$ cat src/rtl/ysyx_25040129_wb_scoreboard.sv
// In-order GPR/CSR write-back scoreboard: counts in-flight writes, holds off
// issue on read-after-write hazards and selects the WBU forward path when legal.
module ysyx_25040129_wb_scoreboard #(
    parameter int REGS_DIG = 4,
    parameter int CNT_W    = 2
) (
    input  logic                clock,
    input  logic                reset,
    input  logic                issue_valid,
    output logic                issue_ready,
    input  logic [REGS_DIG-1:0] issue_rs1,
    input  logic [REGS_DIG-1:0] issue_rs2,
    input  logic                issue_use_rs1,
    input  logic                issue_use_rs2,
    input  logic [REGS_DIG-1:0] issue_rd,
    input  logic                issue_rd_we,
    input  logic                issue_csr_re,
    input  logic                issue_csr_we,
    input  logic                retire_valid,
    input  logic [REGS_DIG-1:0] retire_rd,
    input  logic                retire_reg_we,
    input  logic                retire_csr_we,
    input  logic                flush,
    output logic                fwd_rs1,
    output logic                fwd_rs2,
    output logic                pending_any,
    output logic [31:0]         stall_cycles
);

    localparam int                NREG     = 1 << REGS_DIG;
    localparam logic [CNT_W-1:0] CNT_MAX  = {CNT_W{1'b1}};
    localparam logic [CNT_W-1:0] CNT_ONE  = CNT_W'(1);
    localparam logic [CNT_W-1:0] CNT_ZERO = CNT_W'(0);

    logic [CNT_W-1:0] cnt_q [NREG];
    logic [CNT_W-1:0] cnt_d [NREG];
    logic [CNT_W-1:0] csr_cnt_q;
    logic [CNT_W-1:0] csr_cnt_d;
    logic             pending_any_q;
    logic             pending_any_d;
    logic [31:0]      stall_cycles_q;
    logic [31:0]      stall_cycles_d;

    logic [NREG-1:0]  ret_hit_s;
    logic [NREG-1:0]  wr_hit_s;
    logic [1:0]       src1_s;
    logic [1:0]       src2_s;
    logic             rd_stall_s;
    logic             csr_stall_s;
    logic             csr_ret_s;
    logic             issue_fire_s;

    // Returns {stall, fwd} for one source operand; a single pending writer
    // that retires this very cycle can be bypassed instead of waited on.
    function automatic logic [1:0] src_check(input logic             use_src,
                                             input logic [REGS_DIG-1:0] idx,
                                             input logic [CNT_W-1:0] cnt,
                                             input logic             hit);
        logic used;
        logic fwd;
        logic stall;
        used  = use_src & (idx != REGS_DIG'(0));
        fwd   = used & (cnt == CNT_ONE) & hit;
        stall = used & (cnt != CNT_ZERO) & ~fwd;
        return {stall, fwd};
    endfunction

    // Saturating-at-zero up/down step of one pending-write counter.
    function automatic logic [CNT_W-1:0] cnt_step(input logic [CNT_W-1:0] cnt,
                                                  input logic             inc,
                                                  input logic             dec,
                                                  input logic             clr);
        logic [CNT_W-1:0] nxt;
        if (clr) begin
            nxt = CNT_ZERO;
        end else if (inc & ~dec) begin
            nxt = cnt + CNT_ONE;
        end else if (dec & ~inc & (cnt != CNT_ZERO)) begin
            nxt = cnt - CNT_ONE;
        end else begin
            nxt = cnt;
        end
        return nxt;
    endfunction

    // Per-register retire and issue-write decode; x0 never matches.
    always_comb begin
        ret_hit_s = '0;
        wr_hit_s  = '0;
        for (int r = 1; r < NREG; r++) begin
            ret_hit_s[r] = retire_valid & retire_reg_we & (retire_rd == REGS_DIG'(r));
            wr_hit_s[r]  = issue_fire_s & issue_rd_we & (issue_rd == REGS_DIG'(r));
        end
    end

    // Hazard evaluation and the issue handshake.
    always_comb begin
        src1_s      = src_check(issue_use_rs1, issue_rs1, cnt_q[issue_rs1], ret_hit_s[issue_rs1]);
        src2_s      = src_check(issue_use_rs2, issue_rs2, cnt_q[issue_rs2], ret_hit_s[issue_rs2]);
        rd_stall_s  = issue_rd_we & (issue_rd != REGS_DIG'(0)) &
                      (cnt_q[issue_rd] == CNT_MAX) & ~ret_hit_s[issue_rd];
        csr_ret_s   = retire_valid & retire_csr_we;
        csr_stall_s = (issue_csr_re & (csr_cnt_q != CNT_ZERO)) |
                      (issue_csr_we & (csr_cnt_q == CNT_MAX) & ~csr_ret_s);
        issue_ready  = ~(src1_s[1] | src2_s[1] | rd_stall_s | csr_stall_s) & ~flush;
        issue_fire_s = issue_valid & issue_ready;
        fwd_rs1      = src1_s[0];
        fwd_rs2      = src2_s[0];
    end

    // Next-state counters, pending summary and stall statistics.
    always_comb begin
        pending_any_d = 1'b0;
        cnt_d[0]      = CNT_ZERO;
        for (int r = 1; r < NREG; r++) begin
            cnt_d[r]      = cnt_step(cnt_q[r], wr_hit_s[r], ret_hit_s[r], flush);
            pending_any_d = pending_any_d | (cnt_d[r] != CNT_ZERO);
        end
        csr_cnt_d     = cnt_step(csr_cnt_q, issue_fire_s & issue_csr_we, csr_ret_s, flush);
        pending_any_d = pending_any_d | (csr_cnt_d != CNT_ZERO);
        if (issue_valid & ~issue_ready & ~flush) begin
            stall_cycles_d = stall_cycles_q + 32'd1;
        end else begin
            stall_cycles_d = stall_cycles_q;
        end
    end

    // State registers; reset clears everything without waiting for a clock.
    always_ff @(posedge clock or posedge reset) begin
        if (reset) begin
            for (int r = 0; r < NREG; r++) begin
                cnt_q[r] <= CNT_ZERO;
            end
            csr_cnt_q      <= CNT_ZERO;
            pending_any_q  <= 1'b0;
            stall_cycles_q <= 32'd0;
        end else begin
            for (int r = 0; r < NREG; r++) begin
                cnt_q[r] <= cnt_d[r];
            end
            csr_cnt_q      <= csr_cnt_d;
            pending_any_q  <= pending_any_d;
            stall_cycles_q <= stall_cycles_d;
        end
    end

    assign pending_any  = pending_any_q;
    assign stall_cycles = stall_cycles_q;

endmodule
$ cat config.mk
export PLATFORM = sky130hd
export DESIGN_NAME = ysyx_25040129_wb_scoreboard
export DESIGN_NICKNAME = d
export VERILOG_FILES = /design/src/rtl/ysyx_25040129_wb_scoreboard.sv
export SDC_FILE = /design/constraint.sdc
export NUM_CORES = 1
export LEC_CHECK = 0
export ABC_AREA = 1
export ABC_CLOCK_PERIOD_IN_PS = 2950
export BUFFER_PORTS_ARGS = -buffer_cell sky130_fd_sc_hd__buf_2
export CAP_MARGIN = 40
export CELL_PAD_IN_SITES_DETAIL_PLACEMENT = 1
export CELL_PAD_IN_SITES_GLOBAL_PLACEMENT = 2
export CORE_MARGIN = 2
export CORE_UTILIZATION = 33
export DETAILED_ROUTE_END_ITERATION = 7
export PLACE_DENSITY_LB_ADDON = 0.25
export SYNTH_ARGS = -nofsm -noshare
export SYNTH_HDL_FRONTEND = slang
export SYNTH_SLANG_ARGS = --single-unit
export TNS_END_PERCENT = 30
$ cat constraint.sdc
create_clock -name clock -period 2.95 [get_ports clock]
set_input_delay 0.4425 -clock clock [delete_from_list [all_inputs] [get_ports clock]]
set_output_delay 0.4425 -clock clock [all_outputs]
set_load 0.005 [all_outputs]
==> run_results.csv, run 1 <==
group,metric,value,unit
drt,via_per_inst,4.994,
drt,drt-pass1-iter-count,5,
worst_setup_path,critical_path.max_fanout,7,
layout,regArea,0.001634,mm²
timing,setup_viol,0,
yosys,syn_area,0.006045,mm²
drt,drtAntennaViolNets,0,
global_routing,grt_first_pass_wirelength,38.12,mm
drt,finalWirelength,24.56,mm
placement,dpl_worst_slack,-285.3,ps
floorplan,pin_count,64,
power_and_ir_drop,powerDensity,343.2,mW/mm²
clock_network,cts.sinks,65,
floorplan,die_h,139.3,µm
timing,fmax,345.3,MHz
global_routing,grt_max_degree,28,
clock_network,clockBufferDepth,2,
worst_setup_path,path_class,"input pin to flip-flop",
placement,gp_congestion,0.9499,
yosys,syn_area_per_cell,6.310,µm²
timing,tns,0,ps
timing,fin_crit_sh,98.16,%
clock_network,cts_tree,"done",
layout,drive_above_1_share,32.61,%
clock_network,cts-root-buf,"clkbuf_16",
drt,vias,7101,
floorplan,die_x,139.3,µm
power_and_ir_drop,combPwrFrac,22.6,%
yosys,yosysUniqueCellTypes,39,
yosys,syn-num-nets,1004,
floorplan,die_area,0.01942,mm²
timing,fin_skew,3.486,ps
power_and_ir_drop,clockPowerShare,43.3,%
power_and_ir_drop,power_frac_seq,34.1,%
worst_setup_path,worstSetupStartpointType,"input pin",
worst_setup_path,crit-reg2reg-launch,"cnt_q[1]",
drt,drc,0,
power_and_ir_drop,power.switching,0.9065,mW
layout,area_growth,43.06,%
run_status,outcome,"finished clean",
placement,dp_hpwl,19.05,mm
yosys,synth-seq-area-share,26.91,%
timing,rsz0062_at_grt,"yes",
timing,slew_headroom,59.05,%
worst_setup_path,endpoint_kind,"flip-flop",
timing,tightestPinTransition,613.4,ps
floorplan,rows,49,
timing,post-route-min-period,2896,ps
job,maxCapViolations,0,
worst_setup_path,rr_worst_depth,21,
timing,slew_violations,0,
global_routing,grt_pass1_vias,7164,
placement,place.port_buffers,63,
global_routing,antenna_found_initial,0,
floorplan,core_area,0.01796,mm²
power_and_ir_drop,power.leakage,4.707,nW
drt,drt-initial-drc-count,358,
clock_network,clk_pin_slew,60,ps
power_and_ir_drop,internal_power,2.061,mW
floorplan,initial_core_util,33.65,%
global_routing,grt.total_usage,24.86,%
layout,multi_input_area,0.003988,mm²
global_routing,grt_overflow,0,
power_and_ir_drop,ir_worst_vdd,401.9,µV
layout,final_cell_mix,"265 x nand2_1, 165 x buf_4, 130 x inv_1",
timing,hold_viol,0,
yosys,synthCells,958,
worst_setup_path,reg2reg_slack,60,ps
power_and_ir_drop,switching_share,30.54,%
timing,timing.final.ws_setup,54.36,ps
layout,nFillCells,2427,
worst_hold_path,hold_class,"input pin to async pin",
drt,wire_per_inst,17.27,µm
worst_setup_path,reg2reg_to,"pending_any",
layout,nNetsFinal,1234,
worst_setup_path,cp_data_arrival_time,3120,ps
worst_setup_path,required,3180,ps
yosys,ys_seq_elements,65,
clock_network,numCtsBuffers,9,
yosys,yosysWarnings,0,
clock_network,clkLatencyLatePin,340,ps
layout,layout_commonest_cell,"nand2_1",
layout,diodes,0,
clock_network,h-tree-depth,3,
[flip-flops by register name (all words and copies together) (netlist names)]
signal        count
csr_cnt_q         2
stall_cycles     32
pending_any       1
cnt_q            30
[worst max path at each step]
| stage | start | endpoint | cells after the start |
|---|---|---|---|
| after global placement | issue_rd[1] | pending_any | 22 |
| final | issue_rs2[1] | pending_any | 24 |
| after floorplan | issue_rs1[0] | pending_any | 22 |
| after CTS | issue_rd[0] | pending_any | 26 |
| after detailed placement | issue_rd[0] | pending_any | 27 |
| after global routing | issue_rs2[1] | pending_any | 24 |
[cells in the mapped netlist]
| cell | instances | area [µm²] |
|---|---|---|
| a21boi_0 | 1 | 7.510 |
| a21oi_1 | 13 | 65.06 |
| a31oi_1 | 2 | 12.51 |
| and3_1 | 1 | 6.260 |
| buf_1 | 1 | 3.750 |
| buf_12 | 2 | 40.04 |
| buf_2 | 12 | 60.06 |
| buf_4 | 3 | 22.52 |
| clkbuf_1 | 5 | 18.77 |
| clkinv_1 | 1 | 3.750 |
| clkinv_2 | 1 | 5.000 |
| dfrtp_1 | 65 | 1627 |
| ha_1 | 18 | 225.2 |
| inv_1 | 137 | 514.2 |
| inv_2 | 11 | 41.29 |
| nand2_1 | 290 | 1089 |
| nand2_2 | 6 | 37.54 |
| nand3_1 | 140 | 700.7 |
| nand3_2 | 12 | 120.1 |
| nand3_4 | 1 | 17.52 |
| nand3b_1 | 6 | 45.04 |
| nand4_1 | 14 | 87.58 |
| nand4_2 | 1 | 12.51 |
| nand4_4 | 11 | 234.0 |
| nor2_1 | 135 | 506.7 |
| nor2_2 | 5 | 31.28 |
| nor2_4 | 6 | 67.56 |
| nor2_8 | 1 | 20.02 |
| nor3_1 | 5 | 25.02 |
| nor3_2 | 1 | 10.01 |
| nor4_1 | 3 | 18.77 |
| nor4b_1 | 1 | 8.760 |
| o211ai_1 | 7 | 52.55 |
| o21a_1 | 1 | 7.510 |
| o21ai_0 | 10 | 50.05 |
| or2_2 | 1 | 6.260 |
| or4_1 | 1 | 7.510 |
| xnor2_1 | 5 | 43.79 |
| xor2_1 | 22 | 192.7 |
[routing by layer]
layer | track usage, % | part of all wire (%) | wire length, µm
met1 | 33.68 | 45 | 11000
met2 | 41.64 | 49 | 12060
met3 | 3.131 | 4.1 | 1011
met4 | 7.177 | 2.0 | 489
met5 | 0 | 0 | 0
[critical path: stages]
cell and delay (ps):
buf_2 130, nor2_1 380, nand2_1 100, nand4_1 120
nand3_1 120, nand2_1 130, nor2_1 60, nor2_1 140
nand2_2 100, nand3_4 100, nor2_8 70, buf_12 160
buf_8 140, nand3_4 60, nand2_2 70, buf_4 140
nand2_1 70, nand2_1 70, nand3_2 90, nand2_2 60
nor2_1 120, nand2_1 90, nor2_1 110, nand2_1 60
[final cells by class]
| class | instances | area share (%) |
|---|---|---|
| clock buffers | 9 | 2.605 |
| clock inverters | 7 | 1.461 |
| inverters | 150 | 6.743 |
| multi-input cells | 720 | 46.11 |
| flip-flops and latches | 65 | 18.90 |
| well taps | 229 | 3.314 |
| repair buffers | 242 | 20.87 |
[per-stage QoR]
step           std cells  utilization, %  total power [mW]  instance area, µm²  hold slack, ps
3_5_place_dp        1382           43.02             1.634                7727           451.7
3_3_place_gp        1382           43.02             1.624                7727           455.5
5_1_grt             1422           48.14             3.108                8647           230.3
4_1_cts             1398           44.97             2.941                8079           203.5
2_1_floorplan        958               -             1.335                6045           464.7
6_report            1422           48.14             2.968                8647           177.0
[cells by family after synthesis]
| group | Yosys count | share of synthesized area, % |
|---|---|---|
| fa+ha+maj | 18 | 3.726 |
| buf+inv | 173 | 11.74 |
| flops | 65 | 26.91 |
| compound gates | 34 | 3.229 |
| simple gates | 641 | 50.49 |
| xor+xnor | 27 | 3.912 |
[repair_timing]
item | in CTS | in global routing
hold buffers | 0 | 0
setup endpoints to repair | 0 | 13
gates resized for setup | 0 | 121
buffers inserted | 0 | 25
[power by group through the flow]
stage	registers [mW]	clock network, mW	logic (mW)
after global placement	1.03	0	0.598
after global routing	1.02	1.35	0.734
after detailed placement	1.03	0	0.608
after CTS	1.01	1.32	0.610
final	1.01	1.29	0.669
after floorplan	1.02	0	0.318
No activity file was read; power rests on OpenSTA's default activity.
==> run 2: changes to the inputs <==
==> constraint.sdc (replaced) <==
create_clock -name clock -period 2.95 [get_ports clock]
set_input_delay 0.4425 -clock clock [delete_from_list [all_inputs] [get_ports clock]]
set_output_delay 0.4425 -clock clock [all_outputs]
set_load 0.05 [all_outputs]
==> run 2 against run 1 <==
Net effect: non-clock buffer count rose by 12; clock power fell by 7%; combinational power up 30%; count of clock-buffer cells in the layout grew 1; largest cell class unchanged; largest power group unchanged.
==> run_results.csv, run 2 (synthesis gave the netlist of run 1 again) <==
group,metric,value,unit
floorplan,rows,49,
drt,finalWirelength,25.16,mm
clock_network,clkLatencyLatePin,350,ps
drt,drc,0,
global_routing,grt_first_pass_wirelength,38.43,mm
worst_setup_path,crit_top_cell,"nand2_1",
layout,regArea,0.001632,mm²
floorplan,die_x,139.3,µm
global_routing,grt_overflow,0,
layout,nFillCells,2410,
power_and_ir_drop,powerDensity,352.4,mW/mm²
timing,hold_viol,0,
timing,fin_skew,11.69,ps
layout,post-route-util,48.85,%
global_routing,antenna_found_initial,0,
drt,via_per_inst,4.992,
job,maxCapViolations,0,
power_and_ir_drop,p_total,3.092,mW
layout,final_cell_mix,"266 x nand2_1, 172 x buf_4, 122 x nand3_1",
worst_setup_path,critical_path.max_stage_delay,230,ps
worst_setup_path,crit_buf_inv,5,
timing,fmax,344.8,MHz
floorplan,die_area,0.01942,mm²
timing,rsz0062_at_grt,"yes",
layout,area_growth,45.17,%
layout,nNetsFinal,1246,
layout,largest_reg_flops,32,
clock_network,h-tree-depth,3,
drt,drtAntennaViolNets,0,
floorplan,pin_count,64,
clock_network,cts_tree,"done",
timing,tightestPinTransition,567.0,ps
clock_network,clockBufferDepth,2,
drt,vias,7158,
clock_network,cts.sinks,65,
global_routing,grt_max_degree,34,
worst_setup_path,path_delay_family,"simple AND/OR/NAND/NOR gates",
layout,drive_above_1_share,34.69,%
placement,dp.cells,1384,
floorplan,core_area,0.01796,mm²
layout,finalNonFillerCells,1434,
timing,post-route-min-period,2900,ps
floorplan,initial_core_util,33.65,%
layout,multi_input_area,0.004013,mm²
timing,slew_headroom,62.20,%
drt,wire_per_inst,17.55,µm
drt,drt-pass1-iter-count,5,
worst_setup_path,required,3190,ps
drt,drt-initial-drc-count,361,
placement,gp_congestion,0.9529,
timing,slew_violations,0,
power_and_ir_drop,ir_worst_vdd,404.8,µV
power_and_ir_drop,power.leakage,4.770,nW
placement,place.port_buffers,63,
worst_setup_path,path_class,"input pin to flip-flop",
timing,fin_hold_ws,472.0,ps
worst_hold_path,hold_class,"flip-flop to flip-flop",
floorplan,die_h,139.3,µm
timing,setup_viol,0,
worst_setup_path,crit_chain,"buf_2 -> nand2_4 -> buf_12 -> nor2_4 -> buf_4 -> a21boi_0 -> nor2_1 -> nand2_1 -> nand3_1 -> nand3_2 -> nand2_2 -> nand3_4 -> nor2_8 -> buf_12 -> buf_8 -> nand3_4 -> nand3b_1 -> nand3_1 -> nand2_1 -> nand2_2 -> nor2_4 -> nand2_1 -> nor2_1 -> nand2_1",
worst_setup_path,endpoint_kind,"flip-flop",
worst_setup_path,worstSetupStartpointType,"input pin",
timing,fin_crit_sh,98.32,%
clock_network,clk_pin_slew,70,ps
layout,diodes,0,
worst_setup_path,cp_data_arrival_time,3140,ps
global_routing,grt_pass1_vias,7127,
worst_setup_path,crit_path_top_delay_cell,"nor2_8",
clock_network,numCtsBuffers,9,
layout,layout_commonest_cell,"nand2_1",
global_routing,grt.total_usage,25.21,%
timing,tns,0,ps
placement,dp_hpwl,19.36,mm
run_status,outcome,"finished clean",
worst_setup_path,critical_path.max_fanout,6,
clock_network,cts-root-buf,"clkbuf_16",
## run 2: final timing paths
| check | start | end | slack, ps | cells past startpoint |
|---|---|---|---|---|
| setup / recovery | retire_reg_we | pending_any | 50 | 24 |
| hold / removal | stall_cycles[31] | stall_cycles[31] | 470 | 1 |
| setup reg to reg | cnt_q[2] | pending_any | 80 | 26 |
| hold reg to reg | stall_cycles[31] | stall_cycles[31] | 470 | 1 |
| max in group asynchronous | reset | cnt_q[23] | 1620 | 4 |
| min in group asynchronous | reset | cnt_q[7] | 550 | 3 |
## run 2: metrics by stage
step / worst slack, ps / cell area, µm²
floorplan: 86.34 / 6047
global placement: -409.6 / 7770
detailed placement: -496.4 / 7770
CTS: 7.653 / 8144
global route: -133.7 / 8775
finish: 49.58 / 8775
## run 2: power by group
| part | internal (mW) | switching, mW |
|---|---|---|
| registers | 0.944 | 0.0719 |
| clock network | 0.766 | 0.438 |
| logic | 0.296 | 0.576 |
## run 2: layer usage
| layer | track usage, % | vias up | share of wire (%) |
|---|---|---|---|
| met5 | 0 | - | 0 |
| met4 | 10.15 | 0 | 3.2 |
| met3 | 3.304 | 40 | 4.1 |
| met2 | 40.69 | 162 | 47 |
| met1 | 34.20 | 3457 | 46 |
| li1 | - | 3499 | - |
## run 2: repair_timing
item	in CTS	in global routing
endpoints found under the setup margin	1	4
pin swaps	1	69
cloned	0	2
endpoints found under the hold margin	1	0
hold buffers	1	0
buffers inserted	2	29
gates resized for setup	7	128
## run 2: area by class of cell
type | instances | share of cell area, %
clock buffer | 10 | 2.724
timing repair buffer | 254 | 22.06
clock inverter | 6 | 1.027
tap | 229 | 3.265
inverter | 150 | 6.602
multi-input combinational | 720 | 45.73
sequential | 65 | 18.59
==> run 3: changes to the inputs <==
Settings changed: ABC_CLOCK_PERIOD_IN_PS 2950 to 2400, BUFFER_PORTS_ARGS -buffer_cell sky130_fd_sc_hd__buf_2 to -buffer_cell sky130_fd_sc_hd__buf_4, CORE_UTILIZATION 33 to 29.
Clock period 2.95 ns to 2.4 ns, I/O delays scaled along.
==> run 3 against run 2 <==
Net effect: the flow now finishes with violations (setup timing); setup slack worse by 550 ps; utilization is 1.0 points lower; clock power is 10% higher; register-to-register slack worse by 580 ps; sequential share of layout area is 1.8 points lower; non-clock buffer count is 52 higher; largest cell class unchanged; count of clock-buffer cells in the layout is 1 higher; cell count is 6.3% higher; via count is 3.1% higher; flip-flop and latch count stayed put; routed wire length is 3.7% higher; hold slack worse by 410 ps.
==> run_results.csv, run 3 (synthesis gave the netlist of run 1 again) <==
group,metric,value,unit
run_status,outcome,"complete, but fails checks",
run_status,failed_checks,"setup timing",
layout,area_growth,61.17,%
layout,drive_above_1_share,42.07,%
global_routing,grt_overflow,0,
worst_setup_path,critical_path.max_fanout,6,
worst_setup_path,worstSetupStartpointType,"flip-flop",
power_and_ir_drop,powerDensity,390.9,mW/mm²
timing,fin_skew,7.979,ps
timing,slew_violations,0,
layout,multi_input_area,0.004318,mm²
floorplan,die_area,0.02201,mm²
worst_setup_path,rr_worst_depth,24,
global_routing,grt_pass1_vias,7671,
worst_setup_path,path_class,"flip-flop to flip-flop",
timing,slew_headroom,54.63,%
layout,final_cell_mix,"250 x buf_4, 236 x nand2_1, 113 x nor2_1",
power_and_ir_drop,ir_worst_vdd,519.3,µV
layout,nFillCells,2632,
timing,rsz0062_at_grt,"yes",
layout,diodes,0,
timing,post-route-min-period,2903,ps
layout,layout_commonest_cell,"buf_4",
worst_setup_path,cp_data_arrival_time,3130,ps
worst_setup_path,endpoint_kind,"flip-flop",
drt,vias,7380,
placement,dp_hpwl,20.30,mm
timing,fmax,344.5,MHz
drt,via_per_inst,4.839,
power_and_ir_drop,power.leakage,5.115,nW
timing,timing.final.ws_setup,-502.9,ps
clock_network,clkLatencyLatePin,340,ps
timing,fin_hold_ws,61.90,ps
worst_setup_path,crit_path_top_delay_cell,"dfrtp_1",
worst_setup_path,path_delay_family,"simple AND/OR/NAND/NOR gates",
worst_setup_path,reg2reg_to,"pending_any",
placement,place.port_buffers,63,
drt,drc,0,
global_routing,antenna_found_initial,0,
floorplan,initial_core_util,29.68,%
worst_setup_path,setup.worst_path.start,"cnt_q[12]",
worst_setup_path,required,2630,ps
worst_hold_path,hold_class,"input pin to async pin",
timing,setup_viol,41,
job,maxCapViolations,0,
drt,wire_per_inst,17.11,µm
drt,finalWirelength,26.09,mm
floorplan,die_h,148.4,µm
clock_network,clockBufferDepth,2,
floorplan,rows,52,
clock_network,cts.sinks,65,
layout,largest_reg_flops,32,
worst_setup_path,critical_path.max_stage_delay,380,ps
power_and_ir_drop,p_total,3.808,mW
clock_network,cts_tree,"done",
clock_network,postCtsHoldBufs,0,
drt,drt-initial-drc-count,325,
clock_network,cts-root-buf,"clkbuf_16",
worst_setup_path,crit-reg2reg-launch,"cnt_q[12]",
floorplan,core_area,0.02036,mm²
timing,hold_viol,0,
clock_network,clk_pin_slew,60,ps
global_routing,grt_max_degree,35,
worst_setup_path,reg2reg_slack,-500,ps
floorplan,pin_count,64,
drt,drt-pass1-iter-count,5,
worst_setup_path,crit_chain,"inv_1 -> a21oi_1 -> o21ai_0 -> nand3_1 -> nand3_1 -> nand2_1 -> nor2_1 -> nor2_1 -> nand2_2 -> nand3_4 -> nor2_8 -> buf_12 -> buf_4 -> nand3_4 -> nand2_2 -> buf_4 -> nand2_1 -> nand2_1 -> nand3_2 -> nand2_2 -> nor2_4 -> nand2_1 -> nor2_1 -> nand2_1",
clock_network,numCtsBuffers,9,
clock_network,h-tree-depth,3,
placement,gp_congestion,0.9456,
worst_setup_path,crit_top_cell,"nand2_1",
drt,drtAntennaViolNets,0,
global_routing,grt.total_usage,23.87,%
timing,fin_crit_sh,121.0,%
worst_setup_path,crit_buf_inv,4,
floorplan,die_x,148.4,µm
layout,regArea,0.001634,mm²
layout,nNetsFinal,1298,
global_routing,grt_first_pass_wirelength,40.90,mm
timing,tightestPinTransition,680.6,ps
## run 3: cell types whose count changed in the layout (fill, tap and decap cells not counted), moves of 3 or more
cell      delta
nand2_2     +24
nand3_2     +14
buf_6       +35
nand3_4      +4
nand3_1     -18
nand2_1     -30
buf_4       +78
buf_2       -58
inv_2        +3
nand2_4      +5
clkbuf_4     -3
## run 3: repair_timing
action	CTS	global route
resized for setup	109	120
buffers inserted	15	20
setup endpoints to repair	64	64
endpoints found under the hold margin	0	0
pin swaps	32	38
## run 3: worst max path at each step
stage	slack, ps	cells after the start	to
4_1_cts	-440	24	pending_any
3_3_place_gp	-1130	24	pending_any
5_1_grt	-720	24	pending_any
3_5_place_dp	-1180	24	pending_any
6_report	-500	24	pending_any
2_1_floorplan	-160	24	pending_any
## run 3: layout make-up
type                       instances  area share, %
multi-input combinational        720          44.32
timing repair buffer             306          26.66
sequential                        65          16.77
inverter                         150          5.844
tap                              270          3.468
clock buffer                      11          2.492
clock inverter                     3         0.4367
## run 3: through the flow
step           cells  setup TNS (ps)  cell area (µm²)  utilization, %  setup WS, ps
3_5_place_dp    1488          -34400             8507           41.77         -1179
2_1_floorplan    958          -364.1             6086               -        -163.2
3_3_place_gp    1488          -33880             8507           41.77         -1133
6_report        1525           -5134             9742           47.84        -502.9
5_1_grt         1525          -15890             9742           47.84        -721.0
4_1_cts         1515           -3246             9243           45.39        -442.4
## run 3: power breakdown
part           internal, mW  leakage [nW]  total, mW  switching, mW
logic                 0.491          4.11       1.25          0.758
registers              1.16         0.864       1.24         0.0738
clock network         0.819         0.137       1.32          0.502
total                  2.47          5.12       3.81           1.33
## run 3: per-layer routing
layer	track usage, %	up-vias	routed length, µm	share of wire, %
li1	-	3616	-	-
met1	31.67	3547	11830	45
met2	40.12	176	12370	47
met3	2.945	41	1073	4.1
met4	8.429	0	815	3.1
met5	0	-	0	0
